===== src/rtl/stopwatch_timer_core_if.sv =====
// stopwatch_timer_core_if: button/switch inputs and display/status outputs
// of the stopwatch core, bundled with master (board/driver) and slave
// (core) views.
interface stopwatch_timer_core_if;
  logic        en;
  logic        dir_pulse;
  logic        inc_pulse;
  logic        enter_pulse;
  logic [3:0]  DIGIT;
  logic [6:0]  DISPLAY;
  logic        dir_led;
  logic        done;
  logic [15:0] time_bcd;

  modport master (
    output en, dir_pulse, inc_pulse, enter_pulse,
    input  DIGIT, DISPLAY, dir_led, done, time_bcd
  );

  modport slave (
    input  en, dir_pulse, inc_pulse, enter_pulse,
    output DIGIT, DISPLAY, dir_led, done, time_bcd
  );
endinterface


===== src/rtl/stopwatch_timer_core.sv =====
// stopwatch_timer_core: count-up/count-down stopwatch with digit-by-digit
// entry, run/pause, done flag and a scanned 4-digit 7-segment display.
// Optional macro EDIT_BLINK_EN: blank the digit under edit on alternate
// BLINK_DIV-cycle half-periods while in the SET states.
module stopwatch_timer_core #(
  parameter int TICK_DIV  = 10_000_000,
  parameter int SCAN_DIV  = 1024,
  parameter int MAX_MIN   = 1,
  parameter int BLINK_DIV = 25_000_000
) (
  input logic                   clk,
  input logic                   rst,
  stopwatch_timer_core_if.slave bus
);

  localparam int TW = (TICK_DIV > 1) ? $clog2(TICK_DIV) : 1;
  localparam int SW = (SCAN_DIV > 1) ? $clog2(SCAN_DIV) : 1;
  localparam logic [TW-1:0] TICK_LAST = TW'(TICK_DIV - 1);
  localparam logic [SW-1:0] SCAN_LAST = SW'(SCAN_DIV - 1);
  localparam logic [3:0]    MIN_TOP   = 4'(MAX_MIN);
  localparam logic [6:0]    SEG_DASH  = 7'b0111111;

  typedef enum logic [2:0] {S_DIR, S_MIN, S_TEN, S_SEC, S_TENTH, S_RUN} state_t;

  state_t         state, state_next;
  logic [3:0]     t_min, t_ten, t_sec, t_tth;
  logic [3:0]     t_min_next, t_ten_next, t_sec_next, t_tth_next;
  logic [15:0]    goal, goal_next;
  logic           dir_led, dir_led_next;
  logic [TW-1:0]  tick_cnt, tick_cnt_next;
  logic           step;
  logic [15:0]    cur;
  logic           done;
  logic           at_top, at_zero;
  logic [SW-1:0]  scan_cnt;
  logic [1:0]     slot, slot_next;
  logic [3:0]     digit;
  logic [6:0]     display, seg_next;
  logic [3:0]     shown;

  function automatic logic [6:0] seg7(input logic [3:0] v);
    case (v)
      4'd0:    seg7 = 7'b1000000;
      4'd1:    seg7 = 7'b1111001;
      4'd2:    seg7 = 7'b0100100;
      4'd3:    seg7 = 7'b0110000;
      4'd4:    seg7 = 7'b0011001;
      4'd5:    seg7 = 7'b0010010;
      4'd6:    seg7 = 7'b0000010;
      4'd7:    seg7 = 7'b1111000;
      4'd8:    seg7 = 7'b0000000;
      4'd9:    seg7 = 7'b0010000;
      default: seg7 = 7'b1111111;
    endcase
  endfunction

  assign cur     = {t_min, t_ten, t_sec, t_tth};
  // done is only meaningful once running; the SET states may pass through goal.
  assign done    = (state == S_RUN) && (cur == goal);
  assign at_top  = (t_min == MIN_TOP) && (t_ten == 4'd5) && (t_sec == 4'd9) && (t_tth == 4'd9);
  assign at_zero = (cur == 16'h0000);

  assign bus.DIGIT    = digit;
  assign bus.DISPLAY  = display;
  assign bus.dir_led  = dir_led;
  assign bus.done     = done;
  assign bus.time_bcd = cur;

  // Control state, entered time, goal, direction and tick phase registers.
  always_ff @(posedge clk or negedge rst) begin
    if (!rst) begin
      state    <= S_DIR;
      t_min    <= '0;
      t_ten    <= '0;
      t_sec    <= '0;
      t_tth    <= '0;
      goal     <= '0;
      dir_led  <= 1'b0;
      tick_cnt <= '0;
    end else begin
      state    <= state_next;
      t_min    <= t_min_next;
      t_ten    <= t_ten_next;
      t_sec    <= t_sec_next;
      t_tth    <= t_tth_next;
      goal     <= goal_next;
      dir_led  <= dir_led_next;
      tick_cnt <= tick_cnt_next;
    end
  end

  // Next state: entry editing, RUN hand-off and one-tenth stepping toward goal.
  always_comb begin
    state_next    = state;
    t_min_next    = t_min;
    t_ten_next    = t_ten;
    t_sec_next    = t_sec;
    t_tth_next    = t_tth;
    goal_next     = goal;
    dir_led_next  = dir_led;
    tick_cnt_next = tick_cnt;
    step          = 1'b0;
    case (state)
      S_DIR: begin
        if (bus.enter_pulse) begin
          state_next = S_MIN;
          t_min_next = '0;
          t_ten_next = '0;
          t_sec_next = '0;
          t_tth_next = '0;
        end else if (bus.dir_pulse) begin
          dir_led_next = ~dir_led;
        end
      end
      S_MIN: begin
        if (bus.enter_pulse)    state_next = S_TEN;
        else if (bus.inc_pulse) t_min_next = (t_min >= MIN_TOP) ? 4'd0 : t_min + 4'd1;
      end
      S_TEN: begin
        if (bus.enter_pulse)    state_next = S_SEC;
        else if (bus.inc_pulse) t_ten_next = (t_ten >= 4'd5) ? 4'd0 : t_ten + 4'd1;
      end
      S_SEC: begin
        if (bus.enter_pulse)    state_next = S_TENTH;
        else if (bus.inc_pulse) t_sec_next = (t_sec >= 4'd9) ? 4'd0 : t_sec + 4'd1;
      end
      S_TENTH: begin
        if (bus.enter_pulse) begin
          state_next    = S_RUN;
          tick_cnt_next = '0;
          if (dir_led) begin
            goal_next = '0;
          end else begin
            // Count-up: the entered value becomes the target, counting from zero.
            goal_next  = cur;
            t_min_next = '0;
            t_ten_next = '0;
            t_sec_next = '0;
            t_tth_next = '0;
          end
        end else if (bus.inc_pulse) begin
          t_tth_next = (t_tth >= 4'd9) ? 4'd0 : t_tth + 4'd1;
        end
      end
      S_RUN: begin
        if (bus.en) begin
          if (tick_cnt == TICK_LAST) begin
            tick_cnt_next = '0;
            step          = ~done;
          end else begin
            tick_cnt_next = tick_cnt + 1'b1;
          end
        end
        if (step && dir_led && !at_zero) begin
          if (t_tth != 4'd0) t_tth_next = t_tth - 4'd1;
          else begin
            t_tth_next = 4'd9;
            if (t_sec != 4'd0) t_sec_next = t_sec - 4'd1;
            else begin
              t_sec_next = 4'd9;
              if (t_ten != 4'd0) t_ten_next = t_ten - 4'd1;
              else begin
                t_ten_next = 4'd5;
                t_min_next = t_min - 4'd1;
              end
            end
          end
        end else if (step && !dir_led && !at_top) begin
          if (t_tth != 4'd9) t_tth_next = t_tth + 4'd1;
          else begin
            t_tth_next = 4'd0;
            if (t_sec != 4'd9) t_sec_next = t_sec + 4'd1;
            else begin
              t_sec_next = 4'd0;
              if (t_ten != 4'd5) t_ten_next = t_ten + 4'd1;
              else begin
                t_ten_next = 4'd0;
                t_min_next = t_min + 4'd1;
              end
            end
          end
        end
      end
      default: state_next = S_DIR;
    endcase
  end

`ifdef EDIT_BLINK_EN
  localparam int BW = (BLINK_DIV > 1) ? $clog2(BLINK_DIV) : 1;
  localparam logic [BW-1:0] BLINK_LAST = BW'(BLINK_DIV - 1);
  localparam logic [6:0]    SEG_BLANK  = 7'b1111111;
  logic [BW-1:0] blink_cnt;
  logic          blink_off;

  // Blink half-period timer; restarts visible whenever a new field is selected.
  always_ff @(posedge clk or negedge rst) begin
    if (!rst) begin
      blink_cnt <= '0;
      blink_off <= 1'b0;
    end else if (bus.enter_pulse) begin
      blink_cnt <= '0;
      blink_off <= 1'b0;
    end else if (blink_cnt == BLINK_LAST) begin
      blink_cnt <= '0;
      blink_off <= ~blink_off;
    end else begin
      blink_cnt <= blink_cnt + 1'b1;
    end
  end
`else
  localparam int unused_blink_div = BLINK_DIV;
`endif

  // Segment pattern for the slot that will be selected after this edge.
  always_comb begin
    slot_next = (scan_cnt == SCAN_LAST) ? slot + 2'd1 : slot;
    case (slot_next)
      2'd0:    shown = t_tth;
      2'd1:    shown = t_sec;
      2'd2:    shown = t_ten;
      default: shown = t_min;
    endcase
    seg_next = (state == S_DIR) ? SEG_DASH : seg7(shown);
`ifdef EDIT_BLINK_EN
    if (blink_off &&
        ((state == S_MIN   && slot_next == 2'd3) ||
         (state == S_TEN   && slot_next == 2'd2) ||
         (state == S_SEC   && slot_next == 2'd1) ||
         (state == S_TENTH && slot_next == 2'd0)))
      seg_next = SEG_BLANK;
`endif
  end

  // Digit scan; DIGIT and DISPLAY are registered together so they never skew.
  always_ff @(posedge clk or negedge rst) begin
    if (!rst) begin
      scan_cnt <= '0;
      slot     <= 2'd0;
      digit    <= 4'b1110;
      display  <= SEG_DASH;
    end else begin
      scan_cnt <= (scan_cnt == SCAN_LAST) ? '0 : scan_cnt + 1'b1;
      slot     <= slot_next;
      digit    <= ~(4'b0001 << slot_next);
      display  <= seg_next;
    end
  end

endmodule


===== src/flat_wrapper.sv =====
// flat-port wrapper written by rule: the top's interface ports become plain ports
module stopwatch_timer_core_flat 
#(
  parameter int TICK_DIV  = 10_000_000,
  parameter int SCAN_DIV  = 1024,
  parameter int MAX_MIN   = 1,
  parameter int BLINK_DIV = 25_000_000
)
  (clk, rst, bus_en, bus_dir_pulse, bus_inc_pulse, bus_enter_pulse, bus_DIGIT, bus_DISPLAY, bus_dir_led, bus_done, bus_time_bcd);
  stopwatch_timer_core_if bus_i ();
  input logic clk;
  input logic rst;
  input wire logic [$bits(bus_i.en)-1:0] bus_en;
  input wire logic [$bits(bus_i.dir_pulse)-1:0] bus_dir_pulse;
  input wire logic [$bits(bus_i.inc_pulse)-1:0] bus_inc_pulse;
  input wire logic [$bits(bus_i.enter_pulse)-1:0] bus_enter_pulse;
  output wire logic [$bits(bus_i.DIGIT)-1:0] bus_DIGIT;
  output wire logic [$bits(bus_i.DISPLAY)-1:0] bus_DISPLAY;
  output wire logic [$bits(bus_i.dir_led)-1:0] bus_dir_led;
  output wire logic [$bits(bus_i.done)-1:0] bus_done;
  output wire logic [$bits(bus_i.time_bcd)-1:0] bus_time_bcd;
  assign bus_i.en = bus_en;
  assign bus_i.dir_pulse = bus_dir_pulse;
  assign bus_i.inc_pulse = bus_inc_pulse;
  assign bus_i.enter_pulse = bus_enter_pulse;
  assign bus_DIGIT = bus_i.DIGIT;
  assign bus_DISPLAY = bus_i.DISPLAY;
  assign bus_dir_led = bus_i.dir_led;
  assign bus_done = bus_i.done;
  assign bus_time_bcd = bus_i.time_bcd;
  stopwatch_timer_core #(.TICK_DIV(TICK_DIV), .SCAN_DIV(SCAN_DIV), .MAX_MIN(MAX_MIN), .BLINK_DIV(BLINK_DIV)) u_core (.clk(clk), .rst(rst), .bus(bus_i));
endmodule

===== config.mk =====
export PLATFORM = sky130hd
export DESIGN_NAME = stopwatch_timer_core_flat
export DESIGN_NICKNAME = d
export VERILOG_FILES = /design/src/rtl/stopwatch_timer_core_if.sv /design/src/rtl/stopwatch_timer_core.sv /design/src/flat_wrapper.sv
export SDC_FILE = /design/constraint.sdc
export NUM_CORES = 1
export LEC_CHECK = 0
export CAP_MARGIN = 20
export CELL_PAD_IN_SITES_DETAIL_PLACEMENT = 2
export CELL_PAD_IN_SITES_GLOBAL_PLACEMENT = 2
export CORE_ASPECT_RATIO = 1.75
export CORE_UTILIZATION = 35
export CTS_CLUSTER_DIAMETER = 120
export DETAILED_ROUTE_END_ITERATION = 12
export PLACE_DENSITY_LB_ADDON = 0.1
export SETUP_SLACK_MARGIN = 0.3
export SLEW_MARGIN = 30
export SYNTH_ARGS = -nofsm -noshare
export SYNTH_HDL_FRONTEND = slang
export SYNTH_SLANG_ARGS = --single-unit
export TNS_END_PERCENT = 30

===== constraint.sdc =====
create_clock -name clk -period 7.05 [get_ports clk]
set_input_delay 1.41 -clock clk [delete_from_list [all_inputs] [get_ports clk]]
set_output_delay 1.41 -clock clk [all_outputs]
set_load 0.01 [all_outputs]

# ---- After elaboration in Yosys (flattened, before gate mapping)
# Memories as Yosys holds them, arrays and structs flattened.
# Index checks and enable logic that the tools add are counted.
dict set report classes {
  add_sub_neg 11
  n_lt_le_gt_ge 4
  eq_ne 39
  shift 1
  mux 63
  n_bitwise 5
  reduce_logical 30
}
# operator n
set op_table {}
lappend op_table {{2-to-1 mux 4 bit} 41}
lappend op_table {{2-to-1 mux 24 bit} 3}
lappend op_table {{one-hot mux 24 bit (2 select lines)} 1}
lappend op_table {{one-hot mux 4 bit (4 select lines)} 3}
lappend op_table {{inequality test 3 bit, second input constant} 9}
lappend op_table {{inequality test 2 bit, second input constant} 13}
lappend op_table {{adder 24 x 1 -> 24 bit, second input constant} 1}
lappend op_table {{equality test 24 bit, second input constant} 1}
lappend op_table {{one-hot mux 4 bit (3 select lines)} 2}
lappend op_table {{nonzero test 4 bit} 6}
lappend op_table {{one-hot mux 3 bit (6 select lines)} 1}
lappend op_table {{adder 4 x 1 -> 4 bit, second input constant} 4}
lappend op_table {{equality test 16 bit} 1}
lappend op_table {{zero test 16 bit} 1}
lappend op_table {{2-to-1 mux 16 bit} 1}
lappend op_table {{subtractor 4 x 1 -> 4 bit, second input constant} 4}
lappend op_table {{2-to-1 mux 3 bit} 5}
lappend op_table {{AND reduction 13 bit} 1}
lappend op_table {{AND reduction 11 bit} 1}
lappend op_table {{adder 10 x 1 -> 10 bit, second input constant} 1}
lappend op_table {{equality test 10 bit, second input constant} 1}
lappend op_table {{2-to-1 mux 10 bit} 1}
lappend op_table {{AND reduction 9 bit} 1}
lappend op_table {{equality test 4 bit, second input constant} 2}
lappend op_table {{29 further kinds} 48}
dict set report totals {
  register_bits 83
  mem_bits_ro 112
  n_memories 1
}
# memory depth width rd rd_clocked_by_memory_dff write_ports line_no
set memory_table {}
lappend memory_table {{(name not given)} 16 7 1 0 0 stopwatch_timer_core.sv:42} ;# case (v)

# ---- Longest topological paths before layout
dict set report logic_depth {
  depth_word 11
  mapped_depth 12
  ltp_nobuf 10
}

# ---- Least setup slack after synthesis
# No wires, ideal clock.
dict set report synth_timing {
  path_type {input-to-reg}
  start {in bus_enter_pulse}
  end {reg u_core.t_min[2]}
  setup_ps 80
  arrival_ps 3074
  t_required_ps 6970
  setup_slack_ps 3896
  cell_stages 7
  cell_sequence {clkbuf_1 -> a21boi_0 -> nor3_1 -> a211oi_1 -> nand4_4 -> or4_4 -> o211ai_2}
}
dict set report synth_via {
  elab_chain_len 2
}
# item line_no
set synth_rtl {}
lappend synth_rtl {{start, declared} flat_wrapper.sv:16} ;# input wire logic [$bits(bus_i.enter_pulse)-1:0] bus_enter_pulse;
lappend synth_rtl {{inequality test 2 bit (no line)} -}
lappend synth_rtl {{AND reduction 13 bit (no line) (*)} -}
lappend synth_rtl {{end signal, assigned} stopwatch_timer_core.sv:82} ;# t_min <= t_min_next;
lappend synth_rtl {{end, declared} stopwatch_timer_core.sv:26} ;# logic [3:0] t_min, t_ten, t_sec, t_tth;
# Mark *: on every way between the ends. The rest lies on a longest branch, timed or not.
# A chain may end at the register's enable or synchronous reset.

# ---- Worst setup path in the final report
dict set report layout_timing {
  start {reg u_core.state[2]}
  end {out bus_done}
}
dict set report layout_via {
  elab_chain_len 2
}
# item line_no
set layout_rtl {}
lappend layout_rtl {{start, declared} stopwatch_timer_core.sv:25} ;# state_t state, state_next;
lappend layout_rtl {{start signal, assigned} stopwatch_timer_core.sv:81} ;# state <= state_next;
lappend layout_rtl {{equality test 3 bit} stopwatch_timer_core.sv:59} ;# assign done = (state == S_RUN) && (cur == goal);
lappend layout_rtl {{logical AND 1 bit} stopwatch_timer_core.sv:59}
lappend layout_rtl {{end, declared} flat_wrapper.sv:20} ;# output wire logic [$bits(bus_i.done)-1:0] bus_done;
# No other way between the ends.

==> flow_summary.json <==
{
  "path_max_fanout": 15,
  "numCtsBuffers": 9,
  "maxCapViolCount": 0,
  "layout_common_cells": "nand2_1 (79), dfrtp_1 (74), o21ai_0 (63)",
  "remaining_drc_errors": 0,
  "crit_end": "bus_done",
  "post_cts_buffers": 0,
  "relSlewSlack": 0.367,
  "p_switching_uw": 398,
  "synthMuxAreaShare": 0.0137,
  "syn_area_per_cell_um2": 8.62,
  "final.setup.tns_ps": 0,
  "rr_worst_depth": 10,
  "antenna_left": 0,
  "synth_cell_types": 72,
  "worstPathRequired_ps": 5640,
  "crit_path_end_kind": "primary output",
  "setup_viol": 0,
  "yosysSeqAreaShare": 0.395,
  "final_common_cell": "nand2_1",
  "vias_per_cell": 5.93,
  "io_buffers": 34,
  "grt_pass1_vias": 5369,
  "drive_gt1_frac": 0.0825,
  "crit_path_start": "u_core.state[2]$_DFFE_PN0P_",
  "power_frac_seq": 0.439,
  "grt_usage": 0.246,
  "dr.pass1.iters": 4,
  "core_mm2": 0.0148,
  "swShare": 0.306,
  "dp_hpwl_um": 13700,
  "clock_skew_ps": 8.13,
  "cts_tree": "yes",
  "synthArstFlopShare": 1.00,
  "overflow": 0,
  "synth_edf_count": 0,
  "grt_max_degree": 65,
  "yosys.area_share.simple": 0.243,
  "grt_pass1_wl_um": 28900,
  "r2r-end": "u_core.t_min[2]$_DFFE_PN0P_",
  "ys_seq_elements": 83,
  "slowest_delay_ps": 670,
  "dieArea_mm2": 0.0156,
  "wirelength_um": 18300,
  "cts-root-buf": "clkbuf_16",
  "routabilityCongestion": 0.835,
  "yosysWarningCount": 0,
  "fillers": 1671,
  "peakVddDrop_mv": 0.0974,
  "routedWlPerCell_um": 22.5,
  "post-layout-total-power_mw": 1.30,
  "power.clock.fraction": 0.385,
  "r2r_start": "u_core.t_tth[0]$_DFFE_PN0P_",
  "first_iter_violations": 157,
  "pwr-share-comb": 0.175,
  "clock_sinks": 83,
  "synth_area_mm2": 0.00529,
  "status": "complete, no violations",
  "startpoint_type": "flop",
  "cts_buffer_depth": 2,
  "syn2layout_area_growth_pct": 14.7,
  "fmax_ghz": 0.242,
  "p_leak_nw": 2.45,
  "syn_nets": 634,
  "htree_levels": 3,
  "fin_crit_sh": 0.586,
  "hold_class": "reg2reg",
  "fp-row-count": 59,
  "synthXorXnorAreaFrac": 0.0580,
  "synth_top_family_by_area": "simple AND/OR/NAND/NOR gates",
  "synthAdderAreaFrac": 0.0355,
  "die_h_um": 165,
  "arrival_ps": 2720,
  "rsz0062_at_grt": "false",
  "clk_pin_slew_ps": 60,
  "worstMarginPinSlew_ps": 949,
  "final_hold_viol_count": 0,
  "syn-instance-count": 613,
  "ys.flop_type": "dfrtp_1",
  "vias": 4822,
  "worst_skew_pair.late_latency_ps": 340,
  "antenna_found_initial": 0,
  "cts_resized": 0,
  "p_int_uw": 905,
  "rrSetupSlack_ps": 3400,
  "path_cells": "and3b_1 > nand3_1 > nor4_1 > clkdlybuf4s50_1",
  "n_antenna_cell": 0,
  "final_max_slew_viol_count": 0,
  "ctsHoldBuffers": 0,
  "utilization": 0.409,
  "critPathKind": "reg2out",
  "slowest_stage": "dfrtp_1",
  "min_period_ps": 4130,
  "start_util": 0.356,
  "die_w_um": 94.9,
  "nNetsFinal": 646,
  "synth_compound_area_frac": 0.210,
  "io_pins": 35,
  "powerDensity_mw_per_mm2": 215
}
==> layer usage <==
| metal | routed length [um] | track usage | vias up |
|---|---|---|---|
| li1 | - | - | 2220 |
| met1 | 6680 | 0.241 | 2502 |
| met2 | 10700 | 0.502 | 65 |
| met3 | 273 | 0.0253 | 35 |
| met4 | 568 | 0.0985 | 0 |
| met5 | 0 | 0 | - |
==> per-stage QoR <==
| stage | cells | setup WS (ps) | hold slack [ps] | instance area (um2) |
|---|---|---|---|---|
| CTS | 812 | 2930 | 501 | 6040 |
| finish | 813 | 2920 | 497 | 6060 |
| floorplan | 613 | 3900 | 438 | 5290 |
| global route | 813 | 2850 | 527 | 6060 |
| detailed placement | 796 | 3080 | 490 | 5730 |
| global placement | 796 | 3160 | 475 | 5730 |
==> cell families after synthesis <==
logic type | after synthesis
AO/OA/AOI/OAI | 171
XOR/XNOR | 35
multiplexers | 7
flip-flops | 83
adder cells (fa/ha/maj) | 15
buffers and inverters | 59
AND/OR/NAND/NOR | 243
==> registers in the layout (all words and copies together) (netlist names) <==
signal	count
u_core.tick_cnt	24
u_core.goal	16
u_core.scan_cnt	10
u_core.bus.DISPLAY	7
u_core.bus.DIGIT	4
u_core.t_min	4
u_core.t_sec	4
u_core.t_ten	4
u_core.t_tth	4
u_core.state	3
u_core.slot	2
u_core.bus.dir_led	1
==> Yosys cell counts (16+ instances only) <==
cell type | number | area, um2
o31ai_1 | 16 | 120
nor2_1 | 34 | 128
dfrtp_1 | 74 | 1850
nand3_1 | 23 | 115
a21oi_1 | 29 | 145
xnor2_1 | 16 | 140
clkbuf_1 | 32 | 120
o21ai_0 | 63 | 315
nand2_1 | 79 | 297
xor2_1 | 19 | 166
nor3_1 | 16 | 80.1
inv_1 | 20 | 75.1
==> power groups by stage <==
stage | Clock, mW | Sequential, mW | Combinational, mW
finish | 0.502 | 0.572 | 0.228
global route | 0.533 | 0.578 | 0.252
CTS | 0.514 | 0.573 | 0.231
detailed placement | 0 | 0.582 | 0.229
global placement | 0 | 0.578 | 0.217
floorplan | 0 | 0.555 | 0.142
==> cell type report <==
class | instances | area (um2) | share of cell area
Clock buffer | 11 | 253 | 0.0417
Clock inverter | 5 | 60.1 | 0.00991
Inverter | 21 | 78.8 | 0.0130
Multi-Input combinational cell | 471 | 2970 | 0.489
Sequential cell | 83 | 2090 | 0.344
Tap cell | 183 | 229 | 0.0378
Timing Repair Buffer | 39 | 388 | 0.0640
==> how the worst min path moves through the flow <==
| stage | start | to | slack (ps) | cells past startpoint |
|---|---|---|---|---|
| after floorplan | u_core.scan_cnt[9]$_DFF_PN0_ | u_core.scan_cnt[9]$_DFF_PN0_ | 440 | 1 |
| after global placement | u_core.scan_cnt[9]$_DFF_PN0_ | u_core.scan_cnt[9]$_DFF_PN0_ | 480 | 1 |
| after detailed placement | u_core.scan_cnt[8]$_DFF_PN0_ | u_core.scan_cnt[8]$_DFF_PN0_ | 490 | 1 |
| after CTS | u_core.scan_cnt[8]$_DFF_PN0_ | u_core.scan_cnt[8]$_DFF_PN0_ | 500 | 1 |
| after global routing | u_core.scan_cnt[8]$_DFF_PN0_ | u_core.scan_cnt[8]$_DFF_PN0_ | 530 | 1 |
| final | u_core.scan_cnt[8]$_DFF_PN0_ | u_core.scan_cnt[8]$_DFF_PN0_ | 500 | 1 |
==> critical path: cells and delay by family, from the launching register on <==
kind / cells / cell delay (ps)
and+or+nand+nor: 3 / 1100
DFF: 1 / 670
buffers and inverters: 1 / 610
(Power assumes the default switching activity.)
